--- src/rtl/counter_seq_pkg.sv ---
// counter_seq_pkg: shared state encoding and default width for the counter sequencer
package counter_seq_pkg;
  localparam int DEFAULT_WIDTH = 8;
  typedef enum logic [1:0] {
    IDLE,
    RUN,
    DONE
`ifdef COUNTER_SEQ_PAUSE_EN
    , PAUSE
`endif
  } seq_state_t;
endpackage

--- src/rtl/counter_sequencer_if.sv ---
// counter_sequencer_if: run-request and status bundle; pause exists only with COUNTER_SEQ_PAUSE_EN
interface counter_sequencer_if
  import counter_seq_pkg::*;
#(parameter int WIDTH = DEFAULT_WIDTH);
  logic start, start_ready, periodic, stop, busy, tick, done;
  logic [WIDTH-1:0] period, count;
`ifdef COUNTER_SEQ_PAUSE_EN
  logic pause;
  modport master (output start, period, periodic, stop, pause, input start_ready, count, busy, tick, done);
  modport slave (input start, period, periodic, stop, pause, output start_ready, count, busy, tick, done);
`else
  modport master (output start, period, periodic, stop, input start_ready, count, busy, tick, done);
  modport slave (input start, period, periodic, stop, output start_ready, count, busy, tick, done);
`endif
endinterface

--- src/rtl/counter_sequencer_cnt_datapath.sv ---
// cnt_datapath: WIDTH-bit up-counter register with synchronous clear and enable
module cnt_datapath #(parameter int WIDTH = 8) (
  input  logic             clk,
  input  logic             rst,
  input  logic             clr,
  input  logic             en,
  output logic [WIDTH-1:0] q
);
  always_ff @(posedge clk or posedge rst)
    if (rst) q <= '0;
    else if (clr) q <= '0;
    else if (en) q <= q + 1'b1;
endmodule

--- src/rtl/counter_sequencer.sv ---
// counter_sequencer: one-shot/periodic run control for the up-counter.
// Define COUNTER_SEQ_PAUSE_EN to add the pause input and PAUSE state.
module counter_sequencer
  import counter_seq_pkg::*;
#(parameter int WIDTH = DEFAULT_WIDTH) (
  input logic clk,
  input logic rst,
  counter_sequencer_if.slave bus
);
  seq_state_t state;
  logic [WIDTH-1:0] period_r, count;
  logic mode_r, pz, match, live, clr, en;
`ifdef COUNTER_SEQ_PAUSE_EN
  assign pz = bus.pause;
`else
  assign pz = 1'b0;
`endif
  assign match = count == period_r;
  // a RUN cycle that neither stops nor pauses is the only one that may tick or count
  assign live = state == RUN && !bus.stop && !pz;
  assign clr = (state == IDLE && bus.start) || (live && match && mode_r);
  assign en = live && !match;
  cnt_datapath #(.WIDTH(WIDTH)) u_cnt (.clk(clk), .rst(rst), .clr(clr), .en(en), .q(count));
  assign bus.count = count;
  assign bus.start_ready = state == IDLE;
  assign bus.busy = state != IDLE;
  assign bus.tick = live && match;
  assign bus.done = state == DONE;
  always_ff @(posedge clk or posedge rst)
    if (rst) begin
      state <= IDLE;
      period_r <= '0;
      mode_r <= 1'b0;
    end else
      case (state)
        IDLE: if (bus.start) begin
          state <= RUN;
          period_r <= bus.period;
          mode_r <= bus.periodic;
        end
        RUN:
          if (bus.stop) state <= DONE;
`ifdef COUNTER_SEQ_PAUSE_EN
          else if (pz) state <= PAUSE;
`endif
          else if (match && !mode_r) state <= DONE;
`ifdef COUNTER_SEQ_PAUSE_EN
        PAUSE: state <= bus.stop ? DONE : pz ? PAUSE : RUN;
`endif
        DONE: state <= IDLE;
        default: state <= IDLE;
      endcase
endmodule

--- src/flat_wrapper.sv ---
// flat-port wrapper written by rule: the top's interface ports become plain ports
module counter_sequencer_flat import counter_seq_pkg::*;
#(parameter int WIDTH = DEFAULT_WIDTH)
  (clk, rst, bus_start, bus_period, bus_periodic, bus_stop, bus_start_ready, bus_count, bus_busy, bus_tick, bus_done);
  counter_sequencer_if #(.WIDTH(WIDTH)) bus_i ();
  input logic clk;
  input logic rst;
  input wire logic [$bits(bus_i.start)-1:0] bus_start;
  input wire logic [$bits(bus_i.period)-1:0] bus_period;
  input wire logic [$bits(bus_i.periodic)-1:0] bus_periodic;
  input wire logic [$bits(bus_i.stop)-1:0] bus_stop;
  output wire logic [$bits(bus_i.start_ready)-1:0] bus_start_ready;
  output wire logic [$bits(bus_i.count)-1:0] bus_count;
  output wire logic [$bits(bus_i.busy)-1:0] bus_busy;
  output wire logic [$bits(bus_i.tick)-1:0] bus_tick;
  output wire logic [$bits(bus_i.done)-1:0] bus_done;
  assign bus_i.start = bus_start;
  assign bus_i.period = bus_period;
  assign bus_i.periodic = bus_periodic;
  assign bus_i.stop = bus_stop;
  assign bus_start_ready = bus_i.start_ready;
  assign bus_count = bus_i.count;
  assign bus_busy = bus_i.busy;
  assign bus_tick = bus_i.tick;
  assign bus_done = bus_i.done;
  counter_sequencer #(.WIDTH(WIDTH)) u_core (.clk(clk), .rst(rst), .bus(bus_i));
endmodule
--- config.mk ---
export PLATFORM = sky130hd
export DESIGN_NAME = counter_sequencer_flat
export DESIGN_NICKNAME = d
export VERILOG_FILES = /design/src/rtl/counter_seq_pkg.sv /design/src/rtl/counter_sequencer_if.sv /design/src/rtl/counter_sequencer_cnt_datapath.sv /design/src/rtl/counter_sequencer.sv /design/src/flat_wrapper.sv
export SDC_FILE = /design/constraint.sdc
export NUM_CORES = 1
export LEC_CHECK = 0
export BUFFER_PORTS_ARGS = -buffer_cell sky130_fd_sc_hd__buf_2
export CORE_AREA = 4 4 54 56
export DETAILED_ROUTE_END_ITERATION = 10
export DIE_AREA = 0 0 58 60
export GPL_ROUTABILITY_DRIVEN = 0
export PLACE_DENSITY = 0.69
export SYNTH_ARGS = -nofsm -noshare
export SYNTH_HDL_FRONTEND = slang
export SYNTH_SLANG_ARGS = --single-unit
--- constraint.sdc ---
create_clock -name clk -period 2.17 [get_ports clk]
set_input_delay 0.434 -clock clk [delete_from_list [all_inputs] [get_ports clk]]
set_output_delay 0.434 -clock clk [all_outputs]
set_load 0.05 [all_outputs]
* After elaboration in Yosys (flattened, before gate mapping)
Index checks and enable logic that the tools add are counted.
** Word-level totals
- Output and inout port bits :: 12
- Register bits :: 19
- Input port bits :: 13
- Word-level logic and storage cells :: 31
** Operators by class
- Reductions and logical operators :: 15
- Mux-type cells :: 6
- Equal/unequal tests :: 5
- Add/subtract/negate cells :: 1
** Operators by type and width (number)
- $mux W8 :: 2
- $add A8 B1 Y8 const B :: 1
- $eq A8 B8 Y1 :: 1
- $logic_and A1 B1 Y1 :: 6
- $mux W2 :: 3
- $pmux W2 S2 :: 1
- $reduce_and A2 Y1 :: 2
- $reduce_bool A2 Y1 :: 2
- $logic_not A1 Y1 :: 3
- $ne A3 B3 Y1 const B :: 1
- $eq A2 B1 Y1 const B :: 1
- $eq A2 B2 Y1 const B :: 1
- $logic_not A2 Y1 :: 1
- $ne A2 B2 Y1 const B :: 1
- $logic_or A1 B1 Y1 :: 1

* Depth between registers and ports, before layout
- Word-level depth :: 6
- Depth in mapped cells :: 6
- Mapped depth without buffers :: 5

* Hierarchy
Synthesis repeated with hierarchy kept, for this count alone.
** Second synthesis, totals
- Cell total of the unflattened synthesis :: 86
- Area, all modules :: 999.7 um^2
** Modules (own cells, without submodules)
- counter_sequencer :: area an instance 599.3 um^2, cells each 48, seq. area each 275.3 um^2, instances 1
- cnt_datapath :: area an instance 400.4 um^2, cells each 38, seq. area each 200.2 um^2, instances 1

* Least setup slack after synthesis
OpenSTA, ideal clock, no wires.
- Path type :: register -> output
- From :: reg u_core.u_cnt.q[3]
- To :: out bus_tick
- Arrival :: 2.345 ns
- Cell stages (with the launch flop) :: 5
- Path buffers :: 1
- Data required time :: 1.736 ns
- Setup slack :: -0.609 ns
- Cells stage by stage :: dfrtp_1 -> buf_2 -> xnor2_1 -> nand4_2 -> nor3_1
** On the way
- Word-level cells in the longest chain between the ends :: 2
** Ends and longest elaborated chain
- start: declaration :: RTL line counter_sequencer_cnt_datapath.sv:7 : output logic [WIDTH-1:0] q
- start signal: assignment :: RTL line counter_sequencer_cnt_datapath.sv:12 : else if (en) q <= q + 1'b1;
- $eq A8 B8 Y1 :: RTL line counter_sequencer.sv:18 : assign match = count == period_r;
- $logic_and A1 B1 Y1 :: RTL line counter_sequencer.sv:27 : assign bus.tick = live && match;
- end: declaration :: RTL line flat_wrapper.sv:15 : output wire logic [$bits(bus_i.tick)-1:0] bus_tick;
Every way passes these cells.

* Worst setup path after layout
Same ends and word-level chain as after synthesis.

==> out/results.tsv <==
stage	metric	value	unit
route	TritonRoute pass-1 iters	6	
cts	clock sinks	19	
route	Vias/cell	5.81	
placement	I/O Buffers	24	
grt	largest net degree at the start of global routing	20	
synthesis	sequential area share after synthesis	41.0	%
grt	GR met2 Demand/Resource	26.3	%
finish	commonest non-fill, non-tap cell in the layout	nand2_1	
cts	Clock Latency Late Sink	300	ps
run	max_cap viols	0	
setup_path	Worst path top cell family by delay	flip-flops	
sta	Tcrit/Tclk final	94.2	%
setup_path	Critical Path Max Stage Delay	490	ps
setup_path	crit start category	flop	
grt	GRT busiest layer	met2	
pwr	PwrDens	1660	nW/um^2
setup_path	FF-to-FF setup slack	410	ps
grt	initial antenna violation count	0	
cts	Reg clk slew, reported paths	110	ps
synthesis	post-synthesis cell area	1160	sq um
finish	# diodes	0	
synthesis	Post-synth top flop	dfrtp_1	
synthesis	Yosys reg bits	19	
sta	RSZ-0062 raised after global routing	false	
route	DRC Markers	0	
pwr	VDD IR max	0.000909	V
setup_path	worst path cell trace	xnor2_1 > nand4_2 > nor3_4 > buf_4	
setup_path	WP data arrival	1610	ps
cts	CTS buffer count	3	
sta	post-route minimum period	2040	ps
setup_path	Buf/Inv on CP	1	
synthesis	Post-synth EDFFs	0	
sta	Hold Vio Cnt, Final	0	
grt	vias in the first global route	946	
route	WL final	2680	um
finish	commonest non-fill, non-tap cells in the layout	36 x nand2_1, 23 x buf_2, 14 x dfrtp_1	
synthesis	leading area contributor after synthesis	dfrtp_1	
finish	share of layout cells above drive strength 1	30.3	%
sta	Worst Clk Skew	1.02	ps
route	Detail Route Antenna Nets	0	
die	# rows	18	
finish	Fill cells	234	
cts	CTS max path bufs	2	
die	Ports	25	
sta	f_max	489	MHz
finish	post-layout net count	170	
finish	Layout Area Growth over Synthesis	18.3	%
sta	Slew Limit Headroom	50.9	%
grt	GR Util met1	21.6	%
synthesis	syn avg cell area	8.79	sq um
die	Die X	58	um
sta	Slew @ Worst Pin	735	ps
grt	first-pass GRT wire length	4330	um
route	WL per Instance	14.5	um
setup_path	slowest cell on the critical path	dfrtp_2	
grt	gr ovfl total	0	
placement	DP HPWL	1910	um
pwr	Pleak	0.646	nW
cts	CTS tree	yes	
synthesis	ys async rst share	100	%
route	DRT iter0 DRCs	47	
synthesis	post-synthesis net count	146	
status	run status	finished clean	
die	Core Area	2430	sq um
grt	grt met3 use	3.24	%
finish	final core occ	56.4	%
worst_hold_path	HP Class	in -> async	
die	Initial Util	47.7	%
grt	Total GRT Usage	16.0	%
setup_path	CP Class	reg -> out	
die	total die area	3480	sq um
setup_path	CP endpoint kind	primary output	
synthesis	Mapped Cells	132	
sta	TNS Setup	0	ps
cts	# H-tree levels	1	
setup_path	WP data required	1740	ps
setup_path	Max FO, Critical Path	9	
synthesis	yosys synthesis warning count	0	
sta	Slew Limit Fails	0	
synthesis	Area contributors post-synth	dfrtp_1 41%, nand2_1 12%, nand4b_1 4.5%	
synthesis	Yosys cell types	33	
cts	root buffer cell	clkbuf_4	
route	vias	1074	
die	Die Ht	60	um
sta	Setup Viol. Count Final	0	
synthesis	top-area cell type share of the netlist area	41.0	%
## registers in the layout, summed over array words and instances (netlist names)
name,flops
u_core.period_r,8
u_core.state,2
u_core.mode_r,1
u_core.u_cnt.q,8
## Yosys cell counts, types with 2 or more instances
cell       n
nand2_1   36
dfrtp_1   19
a31oi_1    6
nand4b_1   6
o22ai_1    6
xnor2_1    6
clkbuf_1   5
inv_1      4
nand3_1    4
nor3_1     4
nor2_1     3
nor4_1     3
o21a_1     3
and2_1     2
and4_1     2
buf_2      2
buf_6      2
nand4_2    2
nor3b_1    2
xnor2_2    2
## final cells by class
cell class,instances,area [sq um],area share [%]
Tap cell,30,37.5,2.73
Timing Repair Buffer,29,160,11.7
Multi-Input combinational cell,99,652,47.5
Sequential cell,19,482,35.1
Clock buffer,4,26.3,1.91
Inverter,4,15.0,1.09
## power breakdown
group          internal, W  leakage [nW]  switching, W
logic             0.000478         0.405      0.000811
registers         0.000527         0.226      0.000284
clock network    0.0000716        0.0150      0.000110
## repair_timing
action	4_1_cts	5_1_grt
gates resized for setup	0	10
hold buffers	0	0
setup buffers	0	0
endpoints found under the setup margin	0	1
hold endpoints to repair	0	0
## worst paths after layout
kind	startpoint	end	cells past startpoint
worst max-delay path	u_core.u_cnt.q[3]	bus_tick	4
worst min-delay path	rst	u_core.period_r[5]	2
worst max register to register	u_core.state[1]	u_core.u_cnt.q[5]	5
worst min register to register	u_core.period_r[7]	u_core.period_r[7]	2
max in group asynchronous	rst	u_core.u_cnt.q[2]	2
min in group clk	bus_period[7]	u_core.period_r[7]	3
## worst register-to-register path, stage by stage, from the launching register on
cell	delay, ps
dfrtp_1	440
or3b_1	450
buf_4	220
nor4_1	290
o22ai_1	130
a31oi_1	150
## cells by family (layout without fill, tap and decap cells)
group / after synthesis / count (layout) / share of synthesized area, %
simple gates: 70 / 70 / 32.4
compound gates: 20 / 20 / 11.9
flops: 19 / 19 / 41.0
buf+inv: 14 / 37 / 6.36
xor+xnor: 8 / 8 / 7.34
fa+ha+maj: 1 / 1 / 1.08
## routing by layer
| layer | part of all wire (%) | vias up |
|---|---|---|
| li1 | - | 521 |
| met1 | 42 | 510 |
| met2 | 50 | 39 |
| met3 | 6.3 | 4 |
| met4 | 1.3 | 0 |
| met5 | 0 | - |
## stage by stage
| step | hold slack (ps) | total power (W) | setup WS (ps) | cell area, sq um | instances |
|---|---|---|---|---|---|
| after floorplan | 385 | 0.00177 | 0.365 | 1170 | 132 |
| after global placement | 482 | 0.00198 | 383 | 1310 | 181 |
| after detailed placement | 487 | 0.00202 | 358 | 1310 | 181 |
| after CTS | 268 | 0.00220 | 26.8 | 1340 | 185 |
| after global routing | 294 | 0.00244 | 16.2 | 1370 | 185 |
| final | 241 | 0.00228 | 125 | 1370 | 185 |
(Power assumes the default switching activity.)
